[config.mk]
export PLATFORM = sky130hd
export DESIGN_NAME = operand_fetch_stage
export DESIGN_NICKNAME = d
export VERILOG_FILES = /design/src/rtl/operand_fetch_stage.sv
export SDC_FILE = /design/constraint.sdc
export NUM_CORES = 1
export LEC_CHECK = 0
export BUFFER_PORTS_ARGS = -buffer_cell sky130_fd_sc_hd__buf_2
export CAP_MARGIN = 20
export CORE_MARGIN = 3
export CORE_UTILIZATION = 49
export CTS_CLUSTER_SIZE = 8
export DETAILED_ROUTE_END_ITERATION = 10
export GPL_TIMING_DRIVEN = 0
export PLACE_DENSITY_LB_ADDON = 0.15
export SYNTH_ARGS = -nofsm -noshare
export SYNTH_HDL_FRONTEND = slang
export SYNTH_SLANG_ARGS = --single-unit
[constraint.sdc]
create_clock -name clk -period 3 [get_ports clk]
set_input_delay 0.3 -clock clk [delete_from_list [all_inputs] [get_ports clk]]
set_output_delay 0.3 -clock clk [all_outputs]
set_load 0.01 [all_outputs]
[src/rtl/operand_fetch_stage.sv]
// rtl/operand_fetch_stage.sv - operand fetch stage with pending-write scoreboard, forwarding and hazard stall
module operand_fetch_stage #(
    parameter int DATA_W = 32,
    parameter int ADDR_W = 4,
    parameter int OP_W   = 6,
    parameter int CNT_W  = 16
) (
    input  logic              clk,
    input  logic              rst_n,
    input  logic              in_valid,
    output logic              in_ready,
    input  logic [OP_W-1:0]   in_op,
    input  logic [ADDR_W-1:0] in_dest,
    input  logic              in_wen,
    input  logic [ADDR_W-1:0] in_rs1,
    input  logic [ADDR_W-1:0] in_rs2,
    input  logic              in_use_imm,
    input  logic [DATA_W-1:0] in_imm,
    output logic [ADDR_W-1:0] rb_srcadd1,
    output logic [ADDR_W-1:0] rb_srcadd2,
    input  logic [DATA_W-1:0] rb_src1,
    input  logic [DATA_W-1:0] rb_src2,
    input  logic              wb_valid,
    input  logic [ADDR_W-1:0] wb_dest,
    input  logic [DATA_W-1:0] wb_data,
    output logic              out_valid,
    input  logic              out_ready,
    output logic [OP_W-1:0]   out_op,
    output logic [ADDR_W-1:0] out_dest,
    output logic              out_wen,
    output logic [DATA_W-1:0] out_a,
    output logic [DATA_W-1:0] out_b,
    output logic [CNT_W-1:0]  stall_count
);

    localparam int NREG = 1 << ADDR_W;

    // One bit per register: set while an accepted instruction has yet to write it back.
    logic [NREG-1:0] pending;
    logic [NREG-1:0] pending_next;

    logic fwd1;
    logic fwd2;
    logic fwd_dest;
    logic hazard;
    logic accept;
    logic slot_free;

    assign rb_srcadd1 = in_rs1;
    assign rb_srcadd2 = in_rs2;

    // Hazard detection: a pending source or destination is only safe when the writeback lands this cycle.
    always_comb begin
        fwd1      = wb_valid && (wb_dest == in_rs1);
        fwd2      = wb_valid && (wb_dest == in_rs2);
        fwd_dest  = wb_valid && (wb_dest == in_dest);
        hazard    = (pending[in_rs1] && !fwd1)
                 || (!in_use_imm && pending[in_rs2] && !fwd2)
                 || (in_wen && pending[in_dest] && !fwd_dest);
        slot_free = !out_valid || out_ready;
        in_ready  = slot_free && !hazard;
        accept    = in_valid && in_ready;
    end

    // Scoreboard update: writeback clears first so a same-cycle set on the same index wins.
    always_comb begin
        pending_next = pending;
        if (wb_valid) begin
            pending_next[wb_dest] = 1'b0;
        end
        if (accept && in_wen) begin
            pending_next[in_dest] = 1'b1;
        end
    end

    // Scoreboard register.
    always_ff @(posedge clk or negedge rst_n) begin
        if (!rst_n) begin
            pending <= '0;
        end else begin
            pending <= pending_next;
        end
    end

    // Operand packet register: load on accept, drop when consumed with nothing behind it, hold otherwise.
    always_ff @(posedge clk or negedge rst_n) begin
        if (!rst_n) begin
            out_valid <= 1'b0;
            out_op    <= '0;
            out_dest  <= '0;
            out_wen   <= 1'b0;
            out_a     <= '0;
            out_b     <= '0;
        end else if (accept) begin
            out_valid <= 1'b1;
            out_op    <= in_op;
            out_dest  <= in_dest;
            out_wen   <= in_wen;
            out_a     <= fwd1 ? wb_data : rb_src1;
            out_b     <= in_use_imm ? in_imm : (fwd2 ? wb_data : rb_src2);
        end else if (out_valid && out_ready) begin
            out_valid <= 1'b0;
        end
    end

    // Hazard stall counter; back-pressure is not a hazard and is not counted. Saturates at all-ones.
    always_ff @(posedge clk or negedge rst_n) begin
        if (!rst_n) begin
            stall_count <= '0;
        end else if (in_valid && hazard && (stall_count != {CNT_W{1'b1}})) begin
            stall_count <= stall_count + 1'b1;
        end
    end

endmodule

* After elaboration in Yosys (flattened, before gate mapping)
Index checks and enable logic that the tools add are counted. Widths: inputs -> output; s select.
Word-level totals: register bits after elaboration 108, bits in latches 0, memory bits (writable) 0, memory bits (read-only) 0, input bits 157, output and inout port bits 101, word-level logic and storage cells 65, memories 0
Cells by class: $add $sub $neg 1, multipliers 0, div/mod/pow operators 0, magnitude comparators 6, equality and inequality tests 4, shift-type cells 0, muxes and demuxes 17, bitwise logic cells 3, reductions and logical operators 26
Operators by type and width (number):
- $mux 32 | 3
- $mux 16 | 2
- $lt 4x5->1 const B | 4
- $add 16x1->16 const B | 1
- $and 16x16->16 | 1
- $logic_and 1x1->1 | 16
- $ne 16x16->1 const B | 1
- $not 16->16 | 1
- $or 16x16->16 | 1
- $bmux 1 s4 | 3
- $eq 4x4->1 | 3
- $demux 1 s4 | 2
- $ge 4x1->1 const B | 2
- $mux 1 | 7
- $logic_not 1->1 | 6
- $logic_or 1x1->1 | 3
- $reduce_bool 2->1 | 1

* Logic depth before layout (Yosys ltp)
depth in word-level cells 11, mapped depth 10, gate-level depth less buffers 7

* Least setup slack after synthesis
Ideal clock, no wire load.
path type input -> register, start input in_rs2[0], end register out_a[0], library setup time 0.125 ns, data arrival time 2.367 ns, path slack 0.507 ns, stages 10, buffers on the path 3, cells stage by stage buf_6 -> mux4_1 -> mux2_2 -> mux2i_4 -> o32ai_2 -> nor2_4 -> and3_4 -> buf_12 -> buf_12 -> mux2_4
On the way: longest elaborated chain between the ends 9, elaborated cells on any way between the ends 12
RTL lines:
- from (decl) | RTL line 16 | input logic [ADDR_W-1:0] in_rs2,
- $bmux 1 s4 or $eq 4x4->1 (tied branches) | RTL line 58, 55
- $mux 1 (implied by the code) or $logic_and 1x1->1 (tied branches) | RTL line 58, 55
- $logic_and 1x1->1 or $logic_not 1->1 (tied branches) | RTL line 58 | || (!in_use_imm && pending[in_rs2] && !fwd2)
- $logic_and 1x1->1 * | RTL line 58
- $logic_or 1x1->1 * | RTL line 58
- $logic_or 1x1->1 * | RTL line 59 | || (in_wen && pending[in_dest] && !fwd_dest);
- $logic_not 1->1 * | RTL line 61 | in_ready = slot_free && !hazard;
- $logic_and 1x1->1 * | RTL line 61
- $logic_and 1x1->1 * | RTL line 62 | accept = in_valid && in_ready;
- to (signal assigned) | RTL line 99 | out_a <= fwd1 ? wb_data : rb_src1;
- to (decl) | RTL line 31 | output logic [DATA_W-1:0] out_a,
Every way passes the cells marked *; elsewhere a longest branch is shown, timed or not. The select of a mux whose other input is x is not followed. A chain may end at the register's enable or synchronous reset.

* Worst setup path in the final report
start register pending[9], end register stall_count[1]
On the way: longest elaborated chain between the ends 8, elaborated cells on any way between the ends 15
RTL lines:
- from (decl) | RTL line 39 | logic [NREG-1:0] pending;
- from (signal assigned) | RTL line 81 | pending <= pending_next;
- $bmux 1 s4 | RTL line 58
- $mux 1 (implied by the code) | RTL line 58
- $logic_and 1x1->1 (2 in series) | RTL line 58
- $logic_or 1x1->1 | RTL line 58
- $logic_or 1x1->1 * | RTL line 59
- $logic_and 1x1->1 * (2 in series) | RTL line 110 | end else if (in_valid && hazard && (stall_count != {CNT_W{1'b1}})) begin
- to (signal assigned) | RTL line 111 | stall_count <= stall_count + 1'b1;
- to (decl) | RTL line 33 | output logic [CNT_W-1:0] stall_count
Marks and branches as above.

==> insert_results.sql <==
INSERT INTO impl_metrics (metric_group, metric, value, unit) VALUES
('global_routing', 'globalRoute.totalOverflow', '0', ''),
('critical_path', 'critical_path_cell_with_the_highest_stage_delay', 'sky130_fd_sc_hd__mux4_1', ''),
('global_routing', 'grt_antenna_before_repair', '2', ''),
('floorplanning', 'fp.dieW', '120', 'um'),
('critical_path', 'arrival', '2.95', 'ns'),
('clock_network', 'worst_skew_pair.late_latency', '0.35', 'ns'),
('finish', 'synth_to_final_area_change', '28.7', '%'),
('yosys', 'netlist_top_cells_area', 'sky130_fd_sc_hd__dfrtp_1 42%, sky130_fd_sc_hd__mux2_4 16%, sky130_fd_sc_hd__mux2_2 7.2%', ''),
('power', 'vdd_drop_max', '0.413', 'mV'),
('routing', 'final_antenna_net_count', '0', ''),
('global_routing', 'groute.usage.overall', '0.243', ''),
('yosys', 'synth_async_sr_flop_share', '1.00', ''),
('power', 'static-leakage-power', '0.00401', 'uW'),
('sta', 'max_slew.worst_pin.slew', '0.749', 'ns'),
('floorplanning', 'io_pins', '258', ''),
('sta', 'timing.slew.headroom', '0.496', ''),
('yosys', 'synthesis.nets', '659', ''),
('floorplanning', 'core_area', '12700', 'sq um'),
('yosys', 'cell_count_after_synthesis', '501', ''),
('critical_path', 'reg2reg_depth', '7', ''),
('critical_path', 'path_common_cell', 'sky130_fd_sc_hd__mux2_2', ''),
('critical_path', 'r2r-start', 'pending[9]$_DFF_PN0_', ''),
('routing', 'detail_route.first_pass.iterations', '4', ''),
('sta', 'count_of_endpoints_failing_hold_in_the_final_timing_report', '0', ''),
('finish', 'layout_commonest_cell', 'sky130_fd_sc_hd__buf_2', ''),
('global_routing', 'first_global_vias', '5176', ''),
('critical_path', 'critical_path.endpoint_type', 'flop', ''),
('yosys', 'synthDominantAreaCellType', 'sky130_fd_sc_hd__dfrtp_1', ''),
('yosys', 'synth_largest_type_area_fraction', '0.422', ''),
('routing', 'drt_drc_violations_left', '0', ''),
('global_routing', 'grt_max_degree', '75', ''),
('floorplanning', 'total_die_area', '14500', 'sq um'),
('placed_design', 'finalWeightedCongestion', '0.884', ''),
('yosys', 'synth-edff-count', '0', ''),
('yosys', 'syn_area', '6400', 'sq um'),
('finish', 'final_cell_mix', '258 x sky130_fd_sc_hd__buf_2, 108 x sky130_fd_sc_hd__dfrtp_1, 70 x sky130_fd_sc_hd__mux2_4, 49 x sky130_fd_sc_hd__o21ai_0, 43 x sky130_fd_sc_hd__nand2_1', ''),
('clock_network', 'clockBufferDepth', '2', ''),
('finish', 'post-route-util', '0.648', ''),
('critical_path', 'setup.worst_path.start_class', 'flop', ''),
('finish', 'net_total_in_the_final_layout', '924', ''),
('sta', 'fin_crit_sh', '0.904', ''),
('critical_path', 'path_cells', 'mux4_1, mux2_2, mux2i_4, o32ai_2, o211ai_1, buf_6, mux2_2', ''),
('floorplanning', 'floorplan.die.height', '120', 'um'),
('flow_run', 'max_cap_violations', '0', ''),
('clock_network', 'tritoncts_num_sinks', '108', ''),
('yosys', 'yosysSeqAreaShare', '0.422', ''),
('routing', 'drt_first_iter_violations', '280', ''),
('clock_network', 'tritoncts', 'yes', ''),
('routing', 'avgViaCountPerCell', '5.42', ''),
('min_path', 'whs_endpoint', 'out_op[1]$_DFFE_PN0P_', ''),
('critical_path', 'critPathMaxFanout', '10', ''),
('sta', 'slew_violations', '0', ''),
('placed_design', 'detailedPlacementHpwl', '13700', 'um'),
('placed_design', 'placement.io_buffers', '251', ''),
('critical_path', 'cpLargestDelayFamily', 'multiplexers', ''),
('routing', 'number_of_vias_in_the_routed_layout', '5110', ''),
('sta', 'timing.final.setup_violations', '0', ''),
('power', 'power_per_cell_area', '738', 'nW/um^2'),
('clock_network', 'cts_inserted_buffers', '9', ''),
('min_path', 'hold_path_depth', '2', ''),
('global_routing', 'grt_first_pass_wirelength', '27600', 'um'),
('sta', 'fin_crit', '2.71', 'ns'),
('min_path', 'hold_class', 'in -> reg', ''),
('finish', 'finalNonFillerCells', '943', ''),
('critical_path', 'timing.critical_path.required', '3.24', 'ns'),
('yosys', 'postSynthAreaPerCell', '12.8', 'sq um'),
('run_status', 'run_status', 'complete, no violations', ''),
('clock_network', 'cts-htree-levels', '3', ''),
('critical_path', 'regToRegSetupSlack', '0.29', 'ns'),
('critical_path', 'max_stage_delay', '0.54', 'ns'),
('floorplanning', 'std_cell_rows', '41', '');
==> routing by layer <==
metal / vias up / track usage / wire length [um]
met5: - / 0 / 27
met4: 4 / 0.0857 / 440
met3: 35 / 0.0561 / 1400
met2: 219 / 0.401 / 8590
met1: 2506 / 0.316 / 7280
li1: 2346 / - / -
==> where the power goes <==
| group | total (uW) | internal, uW | leakage (uW) | switching [uW] |
|---|---|---|---|---|
| logic | 2430 | 1370 | 0.00254 | 1070 |
| clock network | 1280 | 754 | 0.000153 | 528 |
| registers | 2370 | 2000 | 0.00132 | 367 |
| total | 6080 | 4120 | 0.00401 | 1960 |
==> per-stage QoR <==
stage / worst slack (ns) / instance area, sq um / power, uW / setup TNS, ns / hold slack (ns)
detailed placement: 0.00137 / 7910 / 4810 / 0 / 0.294
global route: 0.116 / 8240 / 6390 / 0 / 0.171
CTS: 0.262 / 8240 / 6120 / 0 / 0.168
finish: 0.287 / 8240 / 6080 / 0 / 0.181
global placement: -0.429 / 7870 / 4750 / -33.80 / 0.472
floorplan: 0.507 / 6400 / 3840 / 0 / 0.00441
==> how the worst max path moves through the flow <==
stage,endpoint,slack (ns),cells after the start
after detailed placement,stall_count[1]$_DFFE_PN0P_,0.001,7
after CTS,stall_count[1]$_DFFE_PN0P_,0.26,7
after global routing,stall_count[1]$_DFFE_PN0P_,0.12,7
after floorplan,out_a[0]$_DFFE_PN0P_,0.51,10
final,stall_count[1]$_DFFE_PN0P_,0.29,7
after global placement,stall_count[1]$_DFFE_PN0P_,-0.43,7
==> repair_timing <==
item                      in CTS  in global routing
gates resized for setup        0                  0
hold endpoints to repair      34                  0
hold buffers                   1                  0
==> cells by family after synthesis <==
group	after synthesis	synth area share
DFF	108	0.422
muxes	160	0.342
buffers and inverters	44	0.0563
and+or+nand+nor	93	0.0743
AOI/OAI and AO/OA	69	0.0680
adders and majority gates	1	0.00195
xor gates and xnor gates	26	0.0356
==> state kept, by name (all words and copies together), names as in the netlist <==
signal / cells
out_a: 32
out_b: 32
pending: 16
stall_count: 16
out_op: 6
out_dest: 4
out_valid: 1
out_wen: 1
==> cells in the mapped netlist, types with 2 or more instances <==
master / instances
sky130_fd_sc_hd__nand4_1: 4
sky130_fd_sc_hd__nand2_1: 43
sky130_fd_sc_hd__o31ai_1: 9
sky130_fd_sc_hd__o41ai_1: 4
sky130_fd_sc_hd__nor4_1: 5
sky130_fd_sc_hd__buf_4: 9
sky130_fd_sc_hd__and3_1: 2
sky130_fd_sc_hd__inv_1: 4
sky130_fd_sc_hd__mux2_2: 41
sky130_fd_sc_hd__buf_6: 3
sky130_fd_sc_hd__nand3b_1: 3
sky130_fd_sc_hd__mux2_4: 70
sky130_fd_sc_hd__dfrtp_1: 108
sky130_fd_sc_hd__a211oi_1: 2
sky130_fd_sc_hd__xor2_1: 22
sky130_fd_sc_hd__nand3_1: 9
sky130_fd_sc_hd__clkbuf_1: 12
sky130_fd_sc_hd__xnor2_1: 4
sky130_fd_sc_hd__mux4_2: 6
sky130_fd_sc_hd__buf_12: 8
sky130_fd_sc_hd__mux2i_1: 36
sky130_fd_sc_hd__buf_2: 7
sky130_fd_sc_hd__nor2_1: 9
sky130_fd_sc_hd__mux4_1: 6
sky130_fd_sc_hd__nand2b_1: 5
sky130_fd_sc_hd__o21ai_0: 49
sky130_fd_sc_hd__o41ai_2: 3
sky130_fd_sc_hd__nor3_1: 3
==> area by class of cell <==
class	count	area, sq um	share of cell area
multi-input cells	349	3340	0.405
flip-flops and latches	108	2700	0.328
repair buffers	254	1300	0.158
plain buffers	40	345	0.0419
clock buffers	12	246	0.0299
well taps	172	215	0.0261
clock inverters	4	72.6	0.00881
inverters	4	15.0	0.00182
Note: power is estimated with default switching activity, not from simulation.
